===== src/rtl/piso_tx.sv =====
// piso_tx: parallel-in serial-out transmitter with a one-word holding buffer
// so back-to-back words leave with no idle gap between frames.
module piso_tx #(
    parameter int WIDTH     = 4,
    parameter bit MSB_FIRST = 1'b1
) (
    input  logic             clk,
    input  logic             res,
    input  logic             load,
    input  logic [WIDTH-1:0] d,
    output logic             ready,
    output logic             sout,
    output logic             sout_valid,
    output logic             last
);

    localparam int CW = $clog2(WIDTH);
    localparam logic [CW-1:0] CNT_LAST = CW'(WIDTH - 1);

    typedef enum logic {
        IDLE,
        SHIFT
    } state_t;

    state_t           state, state_n;
    logic [WIDTH-1:0] sreg, sreg_n;
    logic [WIDTH-1:0] hold, hold_n;
    logic             hold_full, hold_full_n;
    logic [CW-1:0]    cnt, cnt_n;

    logic             accept;
    logic             at_end;
    logic [WIDTH-1:0] shifted;

    assign ready  = ~res & ~hold_full;
    assign accept = load & ready;
    assign at_end = (state == SHIFT) && (cnt == CNT_LAST);

    // Shift toward whichever end feeds sout, zero-filling behind.
    generate
        if (MSB_FIRST) begin : g_msb
            assign shifted = {sreg[WIDTH-2:0], 1'b0};
        end else begin : g_lsb
            assign shifted = {1'b0, sreg[WIDTH-1:1]};
        end
    endgenerate

    assign sout_valid = (state == SHIFT);
    assign last       = at_end;
    assign sout       = sout_valid &
                        (MSB_FIRST ? sreg[WIDTH-1] : sreg[0]);

    always_ff @(posedge clk or posedge res) begin
        if (res) begin
            state     <= IDLE;
            sreg      <= '0;
            hold      <= '0;
            hold_full <= 1'b0;
            cnt       <= '0;
        end else begin
            state     <= state_n;
            sreg      <= sreg_n;
            hold      <= hold_n;
            hold_full <= hold_full_n;
            cnt       <= cnt_n;
        end
    end

    always_comb begin
        state_n     = state;
        sreg_n      = sreg;
        hold_n      = hold;
        hold_full_n = hold_full;
        cnt_n       = cnt;
        unique case (state)
            IDLE: begin
                if (accept) begin
                    sreg_n  = d;
                    cnt_n   = '0;
                    state_n = SHIFT;
                end
            end
            SHIFT: begin
                if (!at_end) begin
                    sreg_n = shifted;
                    cnt_n  = cnt + CW'(1);
                    if (accept) begin
                        hold_n      = d;
                        hold_full_n = 1'b1;
                    end
                end else if (hold_full) begin
                    sreg_n      = hold;
                    hold_full_n = 1'b0;
                    cnt_n       = '0;
                end else if (accept) begin
                    // Word arriving on the last edge skips the buffer.
                    sreg_n = d;
                    cnt_n  = '0;
                end else begin
                    sreg_n  = '0;
                    cnt_n   = '0;
                    state_n = IDLE;
                end
            end
            default: state_n = IDLE;
        endcase
    end

endmodule


===== config.mk =====
export PLATFORM = sky130hd
export DESIGN_NAME = piso_tx
export DESIGN_NICKNAME = d
export VERILOG_FILES = /design/src/rtl/piso_tx.sv
export SDC_FILE = /design/constraint.sdc
export NUM_CORES = 1
export LEC_CHECK = 0
export ABC_AREA = 1
export BUFFER_PORTS_ARGS = -buffer_cell sky130_fd_sc_hd__buf_2
export CORE_AREA = 3 3 40 42
export DETAILED_ROUTE_END_ITERATION = 12
export DIE_AREA = 0 0 43 45
export PLACE_DENSITY_LB_ADDON = 0.12
export SLEW_MARGIN = 10
export SYNTH_ARGS = -nofsm -noshare
export SYNTH_HDL_FRONTEND = slang
export SYNTH_SLANG_ARGS = --single-unit

===== constraint.sdc =====
create_clock -name clk -period 1.4 [get_ports clk]
set_input_delay 0.07 -clock clk [delete_from_list [all_inputs] [get_ports clk]]
set_output_delay 0.07 -clock clk [all_outputs]
set_load 0.03 [all_outputs]

==> results_dict.tcl <==
set metrics [dict create \
    tns_ps 0 \
    worstPathRequired_ps 1330 \
    design.core.area_mm2 0.001285 \
    wirelength_um 1346 \
    irDropWorstVdd_mv 0.9829 \
    stdcell_count 114 \
    n_antenna_cell 0 \
    fin_skew_ps 5.880 \
    clk_pin_slew_ps 70 \
    cts_tree "yes" \
    syn_inst 84 \
    via_count 561 \
    rows 13 \
    ys_ff_latch 12 \
    synth.avg_cell_area_um2 7.656 \
    cts_made_buffers 3 \
    slew_viol_final 0 \
    critPathKind "reg -> out" \
    die_h_um 45 \
    dp_cells 110 \
    wl_per_cell_um 11.81 \
    end_kind "output pin" \
    hpwl_um 1045 \
    rsz0062_at_grt "no" \
    drtAntennaViolNets 0 \
    start_kind "flop" \
    min_path_type "in -> reg" \
    crit_family "flip-flops" \
    synth_cell_types 14 \
    n_fill_cell 125 \
    hold_viol 0 \
    critPathArrivalTime_ps 1220 \
    max-slew-margin-rel_pct 68.93 \
    post-route-min-period_ps 1293 \
    synth_seq_area_share_pct 46.69 \
    finalSetupViolCount 0 \
    crit_chain "ha_4, nand2_1, inv_2, buf_4" \
    fp.dieW_um 43 \
    antenna_found_initial 0 \
    postCtsSetupRepairBufs 0 \
    vias_per_cell 4.921 \
    final_nets 109 \
    cts_root_buffer "clkbuf_4" \
    num_io_pins 11 \
    crit_fanout 6 \
    p_per_area_mw_per_mm2 2256 \
    grt_pass1_vias 523 \
    grt_pass1_wl_um 2283 \
    crit_slowest_cell "dfrtp_1" \
    status "completed" \
    final_layout_size_suffix_gt1_share_pct 25.25 \
    clock-sinks 12 \
    syn_area_um2 643.1 \
    leakagePower_nw 0.4273 \
    max_freq_ghz 0.7731 \
    clkLatencyLatePin_ps 260 \
    syn_to_final_growth_pct 19.26 \
    yosys_warnings 0 \
    die_area_mm2 0.001935 \
    fin_crit_sh_pct 92.39 \
    port_buffers 10 \
    grtUsageTotal_pct 16.31 \
    first_pass_iters 4 \
    grt_max_degree 13 \
    max_stage_delay_ps 410 \
    drc 0 \
    synth_fp_nets 92 \
    drt_iter0_markers 6 \
    drv_cap 0 \
    start_util_pct 50.05 \
    cts_buffer_depth 2 \
    cts_max_level 1 \
    crit_buf_inv 2 \
    overflow 0 \
    gp_congestion 0.7732 \
    worst_pin_slew_ps 465.6 \
]
layout make-up:
class,instances,area [um^2],share of cell area [%]
multi-input combinational,64,325.3,42.41
sequential,12,300.3,39.15
timing repair buffer,12,70.07,9.135
inverter,8,30.03,3.915
clock buffer,3,22.52,2.936
tap,15,18.77,2.447
metrics by stage:
stage	worst slack [ps]	area (um^2)	hold slack [ps]	util, %	power, W
after floorplan	135.6	643.1	-65.30	-	0.001268
after global placement	211.8	719.4	132.0	55.99	0.001473
after detailed placement	179.3	719.4	139.0	55.99	0.001489
after CTS	6.440	757.0	70.08	58.91	0.001711
after global routing	17.22	767.0	73.65	59.69	0.001906
final	106.6	767.0	72.51	59.69	0.001730
flip-flops by register name, summed over array words and instances (netlist names):
signal	cells
hold_full	1
hold	4
cnt	2
sreg	4
sout_valid	1
logic make-up after synthesis:
logic type / synth area share, %
adder cells (fa/ha/maj): 1.945
AO/OA/AOI/OAI: 6.032
flip-flops: 46.69
buffers and inverters: 4.669
AND/OR/NAND/NOR: 40.66
worst reg2reg max path: stages (launching register included):
cell and delay (ps):
dfrtp_1 420, ha_4 200, nor2_8 150, nand2_2 120, nand2_1 90, o21ai_2 50
Yosys cell counts, drive strengths merged:
cell type | count | share of area, %
a21oi | 4 | 3.1
dfrtp | 12 | 47
ha | 1 | 1.9
inv | 8 | 4.7
nand2 | 39 | 25
nand3 | 8 | 6.2
nor2 | 9 | 9.0
o21ai | 3 | 2.9
power breakdown:
part,leakage (nW),switching [W],internal [W]
logic,0.267,0.000558,0.000325
clock network,0.0138,0.000104,0.0000991
registers,0.147,0.000129,0.000515
routing by layer:
| metal | vias up | track usage [%] | wire [um] |
|---|---|---|---|
| li1 | 295 | - | - |
| met2 | 9 | 24.85 | 574 |
| met1 | 255 | 21.41 | 700 |
| met4 | 0 | 7.229 | 15 |
| met5 | - | 0 | 0 |
| met3 | 2 | 5.179 | 55 |
path summary, 6_finish.rpt:
check / start / to / slack, ps / cells after the start
setup / recovery: cnt[0]$_DFFE_PP0P_ / last / 110 / 4
hold / removal: d[0] / sreg[0]$_DFFE_PP0P_ / 70 / 3
setup reg to reg: cnt[0]$_DFFE_PP0P_ / hold[0]$_DFFE_PP0P_ / 260 / 5
hold reg to reg: hold[2]$_DFFE_PP0P_ / hold[2]$_DFFE_PP0P_ / 480 / 2
max in group asynchronous: res / sreg[0]$_DFFE_PP0P_ / 690 / 3
min in group asynchronous: res / hold[1]$_DFFE_PP0P_ / 390 / 3
cell usage in the layout, fill, tap and decap left out:
cell type       n
nor2_1          7
inv_1           4
nand3_1         8
dlygate4sd3_1   1
inv_2           4
buf_4           2
dfrtp_1        12
ha_4            1
nor2_4          1
buf_2           9
clkbuf_4        3
nand2_1        36
o21ai_2         1
a21oi_1         4
nor2_8          1
nand2_4         2
o21ai_0         2
nand2_2         1
what timing repair did:
action | CTS | global route
endpoints found under the setup margin | 1 | 1
endpoints found under the hold margin | 12 | 0
hold buffers | 1 | 0
gates resized for setup | 2 | 2
Power figures use the tool's default switching activity.
